`config.mk`:
```
export PLATFORM = sky130hd
export DESIGN_NAME = vigenere_stream
export DESIGN_NICKNAME = d
export VERILOG_FILES = /design/src/rtl/vigenere_stream.sv
export SDC_FILE = /design/constraint.sdc
export NUM_CORES = 1
export LEC_CHECK = 0
export CAP_MARGIN = 20
export CORE_MARGIN = 2
export CORE_UTILIZATION = 53
export DETAILED_ROUTE_END_ITERATION = 8
export PLACE_DENSITY = 0.84
export SETUP_SLACK_MARGIN = 0.4
export SYNTH_ARGS = -nofsm -noshare
export SYNTH_HDL_FRONTEND = slang
export SYNTH_SLANG_ARGS = --single-unit
```
`constraint.sdc`:
```
create_clock -name clk -period 2.32 [get_ports clk]
set_input_delay 0.464 -clock clk [delete_from_list [all_inputs] [get_ports clk]]
set_output_delay 0.464 -clock clk [all_outputs]
set_load 0.01 [all_outputs]
```
`src/rtl/vigenere_stream.sv`:
```
// Streaming Vigenere encrypt/decrypt engine: cyclic key from an internal RAM,
// two-stage valid/ready pipeline, per-symbol mode, one symbol per clock.
module vigenere_stream #(
  parameter int unsigned ALPHA       = 26,
  parameter int unsigned SYM_W       = 5,
  parameter int unsigned KEY_MAX_LEN = 16,
  parameter int unsigned IDX_W       = $clog2(KEY_MAX_LEN)
) (
  input  logic             clk,
  input  logic             reset,
  input  logic             key_wr_en,
  input  logic [IDX_W-1:0] key_wr_addr,
  input  logic [SYM_W-1:0] key_wr_data,
  output logic             key_wr_err,
  input  logic             cfg_load,
  input  logic [IDX_W:0]   key_len_in,
  input  logic             restart,
  input  logic             in_valid,
  output logic             in_ready,
  input  logic [SYM_W-1:0] in_data,
  input  logic             in_mode,
  output logic             out_valid,
  input  logic             out_ready,
  output logic [SYM_W-1:0] out_data,
  output logic             out_err,
  output logic [IDX_W-1:0] key_idx
);

  localparam logic [SYM_W:0] ALPHA_X = (SYM_W+1)'(ALPHA);
  localparam logic [IDX_W:0] LEN_MAX = (IDX_W+1)'(KEY_MAX_LEN);
  localparam logic [IDX_W:0] LEN_ONE = (IDX_W+1)'(1);

  logic [SYM_W-1:0] key_ram [KEY_MAX_LEN];

  logic [IDX_W:0]   key_len;
  logic             s1_valid;
  logic [SYM_W-1:0] s1_data;
  logic [SYM_W-1:0] s1_key;
  logic             s1_mode;

  logic             s1_advance;
  logic             accept;
  logic             s2_load;
  logic             key_wr_ok;
  logic [IDX_W:0]   len_cfg;
  logic [IDX_W:0]   len_now;
  logic [IDX_W:0]   idx_inc;
  logic [IDX_W-1:0] idx_eff;
  logic [IDX_W-1:0] idx_next;

  logic [SYM_W:0]   d_x;
  logic [SYM_W:0]   k_x;
  logic [SYM_W:0]   sum_x;
  logic [SYM_W:0]   res_x;
  logic [SYM_W-1:0] res;
  logic             res_err;

  // Handshake, key-length clamp and key index selection
  always_comb begin
    s1_advance = !out_valid || out_ready;
    in_ready   = !s1_valid || s1_advance;
    accept     = in_valid && in_ready;
    s2_load    = s1_valid && s1_advance;
    key_wr_ok  = key_wr_en && ({1'b0, key_wr_data} < ALPHA_X);

    len_cfg = key_len_in;
    if (key_len_in == '0) begin
      len_cfg = LEN_ONE;
    end else if (key_len_in > LEN_MAX) begin
      len_cfg = LEN_MAX;
    end

    len_now  = cfg_load ? len_cfg : key_len;
    idx_eff  = (restart || cfg_load) ? '0 : key_idx;
    idx_inc  = {1'b0, idx_eff} + LEN_ONE;
    idx_next = idx_eff;
    if (accept) begin
      idx_next = (idx_inc == len_now) ? '0 : idx_inc[IDX_W-1:0];
    end
  end

  // Modular add/subtract by a single conditional correction
  always_comb begin
    d_x     = {1'b0, s1_data};
    k_x     = {1'b0, s1_key};
    sum_x   = d_x + k_x;
    res_err = (d_x >= ALPHA_X);
    res_x   = '0;
    if (!s1_mode) begin
      res_x = (sum_x >= ALPHA_X) ? (sum_x - ALPHA_X) : sum_x;
    end else begin
      res_x = (d_x >= k_x) ? (d_x - k_x) : (d_x + ALPHA_X - k_x);
    end
    res = res_err ? s1_data : res_x[SYM_W-1:0];
  end

  // Key RAM has no reset; an accept in the same cycle reads the old word
  always_ff @(posedge clk) begin
    if (key_wr_ok) begin
      key_ram[key_wr_addr] <= key_wr_data;
    end
  end

  always_ff @(posedge clk or negedge reset) begin
    if (!reset) begin
      key_wr_err <= 1'b0;
      key_len    <= LEN_ONE;
      key_idx    <= '0;
      s1_valid   <= 1'b0;
      s1_data    <= '0;
      s1_key     <= '0;
      s1_mode    <= 1'b0;
      out_valid  <= 1'b0;
      out_data   <= '0;
      out_err    <= 1'b0;
    end else begin
      key_wr_err <= key_wr_en && !key_wr_ok;
      if (cfg_load) begin
        key_len <= len_cfg;
      end
      key_idx <= idx_next;

      if (accept) begin
        s1_valid <= 1'b1;
        s1_data  <= in_data;
        s1_mode  <= in_mode;
        s1_key   <= key_ram[idx_eff];
      end else if (s2_load) begin
        s1_valid <= 1'b0;
      end

      if (s2_load) begin
        out_valid <= 1'b1;
        out_data  <= res;
        out_err   <= res_err;
      end else if (out_ready) begin
        out_valid <= 1'b0;
      end
    end
  end

endmodule

```
# Word-level counts from Yosys, hierarchy flattened
# Memory sizes are Yosys's and may differ from the RTL's. A register that Yosys moved wholly into a read port is not among the register bits.
# Cells that the tools add are included.
# Widths: inputs -> output; s select.
dict set report word_totals {
  ramBits 80
  inputBits 27
  mem_count 1
  reg_bits 24
  wordCells 52
}
# memory words width read_ports rd_clocked_by_memory_dff write_ports line_no
set mem_list {}
lappend mem_list {key_ram 16 5 1 1 1 33} ;# logic [SYM_W-1:0] key_ram [KEY_MAX_LEN];
dict set report op_classes {
  n_eq_ne 1
  order_cmp 5
  add_sub_neg 6
  reduce_logical 14
  n_mux 16
}
# operator n
set ops {}
lappend ops {{$mux 5} 7}
lappend ops {{$mux 4} 3}
lappend ops {{$sub 5x5->5} 2}
lappend ops {{$add 5x5->6} 1}
lappend ops {{$ge 6x5->1 const B} 1}
lappend ops {{$mux 1} 6}
lappend ops {{$add 4x1->5 const B} 1}
lappend ops {{$add 5x5->5 const B} 1}
lappend ops {{$eq 5x5->1} 1}
lappend ops {{$ge 5x5->1} 1}
lappend ops {{$ge 5x5->1 const B} 1}
lappend ops {{$gt 5x5->1 const B} 1}
lappend ops {{$logic_not 5->1} 1}
lappend ops {{$lt 5x5->1 const B} 1}
lappend ops {{$sub 5x5->5 const B} 1}
lappend ops {{$logic_and 1x1->1} 4}
lappend ops {{$logic_not 1->1} 4}
lappend ops {{$reduce_bool 2->1} 2}
lappend ops {{$logic_or 1x1->1} 3}

# Depth between registers and ports, before layout
dict set report depth {
  word_depth 7
  ltp_mapped 11
  ltp_nobuf 10
}

# Worst setup path after synthesis
# No wires, ideal clock.
dict set report synth_timing {
  kind {input to register}
  startpoint {input port cfg_load}
  endpoint {register key_idx[0]}
  required_ps 2185
  cell_stages 11
  slack_ps -178
  arrival_time_ps 2363
  cell_sequence {buf_2 -> nor2_1 -> nand2_1 -> inv_1 -> clkbuf_1 -> ha_1 -> nand4_1 -> xor2_1 -> nand4_1 -> nor3_1 -> o21ai_0}
}
dict set report synth_via {
  elab_chain_cells 6
  elab_cells_between_ends 7
  cone_classes {add/sub (1); eq/ne (1); mux (4); reduce/logical (1)}
}
# element line_no
set synth_lines {}
lappend synth_lines {{start, declared} 15} ;# input logic cfg_load,
lappend synth_lines {{$logic_or 1x1->1} 74} ;# idx_eff = (restart || cfg_load) ? '0 : key_idx;
lappend synth_lines {{$mux 4} 74}
lappend synth_lines {{$add 4x1->5} 75} ;# idx_inc = {1'b0, idx_eff} + LEN_ONE;
lappend synth_lines {{$eq 5x5->1} 78} ;# idx_next = (idx_inc == len_now) ? '0 : idx_inc[IDX_W-1:0];
lappend synth_lines {{$mux 4} 78}
lappend synth_lines {{$mux 4 *} 77} ;# if (accept) begin
lappend synth_lines {{net idx_next[0]} 49} ;# logic [IDX_W-1:0] idx_next;
lappend synth_lines {{end signal, assigned} 121} ;# key_idx <= idx_next;
lappend synth_lines {{end, declared} 26} ;# output logic [IDX_W-1:0] key_idx
# The timed path passes the listed nets; every way through them passes the cells marked *.
# A chain may end at the register's enable or synchronous reset.

# Final worst setup path
dict set report layout_timing {
  startpoint {register s1_key[0], read port of key_ram}
  endpoint {register out_data[3]}
}
dict set report layout_via {
  elab_chain_cells 5
  elab_cells_between_ends 10
  cone_classes {add/sub (4); order compare (2); mux (4)}
}
# element line_no
set layout_lines {}
lappend layout_lines {{start, declared} 38} ;# logic [SYM_W-1:0] s1_key;
lappend layout_lines {{$add 5x5->6} 86} ;# sum_x = d_x + k_x;
lappend layout_lines {{$sub 5x5->5 or $ge 6x5->1 (tied branches)} 90} ;# res_x = (sum_x >= ALPHA_X) ? (sum_x - ALPHA_X) : sum_x;
lappend layout_lines {{$mux 5} 90}
lappend layout_lines {{$mux 5 *} 89} ;# if (!s1_mode) begin
lappend layout_lines {{$mux 5 *} 94} ;# res = res_err ? s1_data : res_x[SYM_W-1:0];
lappend layout_lines {{end signal, assigned} 134} ;# out_data <= res;
lappend layout_lines {{end, declared} 24} ;# output logic [SYM_W-1:0] out_data,
# Mark *: on every way between the ends. The rest lies on a longest branch, timed or not.

==> summary.md <==
| Metric | Value |
|---|---|
| GP Congestion | 0.931 |
| RSZ-0062 raised after global routing | true |
| Clk buf depth | 2 |
| CP startpoint | s1_key[0]$_DFFE_PN0P_ |
| Routed Antenna Nets | 0 |
| Initial antenna violation count | 0 |
| Outcome | complete, but fails checks |
| Critical Path Max Stage Delay | 0.51 ns |
| CP Launch Type | register |
| Slew @ Worst Pin | 0.696 ns |
| Final #Nets | 582 |
| Arrival @ worst endpoint | 2.69 ns |
| Fin. max-slew vios | 0 |
| Cell taking the most area after synthesis | edfxtp_1 |
| H-tree levels | 3 |
| Die X | 103 um |
| Post-Route WL | 13.3 mm |
| Post-synth top area share | 46.2% |
| Drt pass-1 iters | 7 |
| Max_cap viols | 0 |
| Seq/Total Area, Yosys | 60.1% |
| Async SR Flop Fraction | 26.6% |
| Netlist Area Pre-Place | 0.00520 mm^2 |
| Routed len/inst | 19.8 um |
| Net Count, Synth | 479 |
| Final min period | 2.43 ns |
| FF+latch count, synth | 109 |
| IO Pins | 40 |
| Crit-path cells | ha_2 -> inv_2 -> fa_2 -> nand2_2 -> a21oi_2 -> or4_4 -> o211ai_2 -> a31oi_1 -> o32a_1 |
| Crit-path slowest cell | or4_4 |
| Total Power | 4.78 mW |
| Root buffer cell | clkbuf_8 |
| IO Port Bufs | 39 |
| Ant. Diodes | 0 |
| TritonCTS clock tree | done |
| Failing checks | negative setup slack |
| First-pass GRT wire length | 20.1 mm |
| Critical Path Fanout Max | 3 |
| Reg2reg end | out_data[3]$_DFFE_PN0P_ |
| Post-Route Skew | 0.00632 ns |
| Rows | 36 |
| Worst r2r path cells | 9 |
| All-Layer GR Usage | 25.6% |
| Die ar. | 0.0106 mm^2 |
| Vias in the first global route | 3902 |
| Share of cells above drive strength 1 | 27.4% |
| Fmax | 412 MHz |
| CTS Buf Count | 9 |
| # clock sinks | 109 |
| Vias/cell | 5.90 |
| Hold WC Path Type | in2async |
| Setup Slack @ Placement | -0.200 ns |
| Pwr/cell area | 703 mW/mm^2 |
| Final count of negative-setup-slack endpoints | 3 |
| Post-synth EDFFs | 80 |
| Static leakage | 2.53 nW |
| Worst r2r src | s1_key[0]$_DFFE_PN0P_ |
| WS Path Type | reg2reg |
| # hold bufs at CTS | 0 |
| Syn_area_per_cell | 12.0 um^2 |
| Final Cycle Share | 105% |
| Synth area leaders | edfxtp_1, dfrtp_1, ha_1 |
| Core Area | 0.00964 mm^2 |
| Slew margin rel. | 53.5% |
| FF-to-FF setup slack | -0.11 ns |
| Cells after Synth | 432 |
| CP Capture Type | register |
| Drt drc | 0 |
| Post-synthesis cell type count | 58 |
| Max rail drop VDD | 0.523 mV |
| CP required | 2.58 ns |
| Largest net degree at the start of global routing | 30 |
| Clk Latency, worst-skew pair | 0.37 ns |
| Total gr overflow | 0 |
| Drt initial violations | 305 |
| Clk pin slew, worst setup/hold paths | 0.11 ns |
| Die height | 103 um |
| Synth warn | 0 |
| Vias | 3969 |
| Synth Flop Type | edfxtp_1 |
| Area Overhead vs Synth | 30.7% |
| Setup WS post-layout | -0.106 ns |
| Final Hold Viols | 0 |
| Starting Density | 54.0% |
| Final HPWL DP | 8.88 mm |
[kinds of logic (layout without fill, tap and decap cells)]
group	count (synthesis)	count (layout)	synth area share, %
adders and majority gates	20	20	5.39
buffers and inverters	43	151	3.46
muxes	4	4	0.842
xor gates and xnor gates	15	15	2.52
DFF	109	109	60.1
and+or+nand+nor	130	130	12.4
AOI/OAI and AO/OA	111	111	15.2
[worst max-delay path: cells and delay by family (launching register included)]
kind / cells / cell delay (ns)
compound gates: 4 / 0.62
fa+ha+maj: 2 / 0.65
buf+inv: 1 / 0.05
flops: 1 / 0.41
simple gates: 2 / 0.59
[stage by stage]
| step | cell area [um^2] | std cells | TNS (ns) | util [%] | hold WS (ns) |
|---|---|---|---|---|---|
| floorplan | 5330 | 432 | -0.180 | - | 0.168 |
| global placement | 6220 | 637 | -1.43 | 64.6 | 0.469 |
| detailed placement | 6220 | 637 | -1.76 | 64.6 | 0.490 |
| CTS | 6650 | 662 | -0.225 | 69.0 | 0.498 |
| global route | 6800 | 673 | -0.522 | 70.6 | 0.521 |
| finish | 6800 | 673 | -0.258 | 70.6 | 0.483 |
[cell type report]
class                      instances  area [um^2]
sequential                       109         3130
inverter                          23         88.8
multi-input combinational        280         2150
tap                              133          166
clock inverter                     6         62.6
clock buffer                      10          128
timing repair buffer             112         1080
fill                             655         2840
[cells in the mapped netlist, drive strengths merged (2+ instances only)]
cell type / number
nand3: 3
mux2: 3
o31ai: 3
nor2b: 11
a21boi: 2
a21oi: 18
o2111ai: 2
nor2: 23
nand3b: 5
o211ai: 7
xnor2: 10
nand4: 4
a211oi: 13
nand2b: 9
and2: 2
nor4: 2
nand2: 52
edfxtp: 80
o221ai: 20
a31oi: 2
o21ai: 21
xor2: 5
nor3b: 3
or3: 2
buf: 10
dfrtp: 28
fa: 4
a311oi: 10
clkbuf: 10
inv: 23
ha: 16
or4: 2
o22ai: 6
nor3: 8
[flip-flops by register name (all words and copies together) (netlist names)]
signal and flops:
s1_key 5, s1_mode 1, s1_data 5, out_data 5, out_err 1, key_ram 80, key_wr_err 1, key_len 5
key_idx 4, out_valid 1, s1_valid 1
[power by group]
| group | switching, mW | total, mW | internal [mW] |
|---|---|---|---|
| Combinational | 0.699 | 1.40 | 0.699 |
| Clock | 0.693 | 1.11 | 0.422 |
| Sequential | 0.0676 | 2.27 | 2.20 |
| Total | 1.46 | 4.78 | 3.32 |
[placed cells by master, fill, tap and decap left out, types with 3 or more instances in the layout]
cell             synthesis  final
buf_12                   0      6
xor2_1                   5      5
a311oi_1                10      7
nand2_1                 52     49
nand3b_1                 5      5
clkbuf_8                 0      9
o22ai_1                  6      5
ha_1                    16      9
a211oi_1                12      7
buf_4                    0     60
a311oi_2                 0      3
a21oi_2                  1      4
inv_1                   23     17
nand2b_1                 9      9
a211oi_2                 1      6
a21oi_1                 17     14
nand4_1                  4      4
inv_2                    0      5
inv_6                    0      3
nor3_2                   1      3
o211ai_1                 6      6
fa_1                     4      3
o221ai_1                20     20
clkdlybuf4s50_1          0     36
nor3_1                   7      4
nor2b_1                 11     10
ha_4                     0      5
buf_6                    1      3
dfrtp_1                 28     26
edfxtp_1                80     80
nor2_1                  23     21
xnor2_1                 10      9
clkbuf_2                 0      3
nand3_1                  3      3
o21ai_0                 20     15
o21ai_1                  1      5
[per-layer routing]
layer | GRT usage [%] | routed length, um | up-vias
li1 | - | - | 1819
met1 | 32.9 | 5340 | 1948
met2 | 44.0 | 6790 | 185
met3 | 4.88 | 965 | 17
met4 | 8.30 | 203 | 0
met5 | 0 | 0 | -
[worst max path at each step]
stage | to | slack [ns] | depth (start not counted)
2_1_floorplan | out_data[2]$_DFFE_PN0P_ | -0.1 | 8
3_3_place_gp | s1_key[4]$_DFFE_PN0P_ | -0.20 | 10
3_5_place_dp | s1_key[2]$_DFFE_PN0P_ | -0.20 | 8
4_1_cts | out_data[2]$_DFFE_PN0P_ | -0.10 | 9
5_1_grt | out_data[2]$_DFFE_PN0P_ | -0.18 | 9
6_report | out_data[3]$_DFFE_PN0P_ | -0.11 | 9
[timing repair]
action | 4_1_cts | 5_1_grt
gates cloned | 3 | 0
gates resized for setup | 26 | 30
pin swaps | 18 | 25
endpoints found under the setup margin | 14 | 24
setup buffers | 6 | 11
Note: power is estimated with default switching activity, not from simulation.
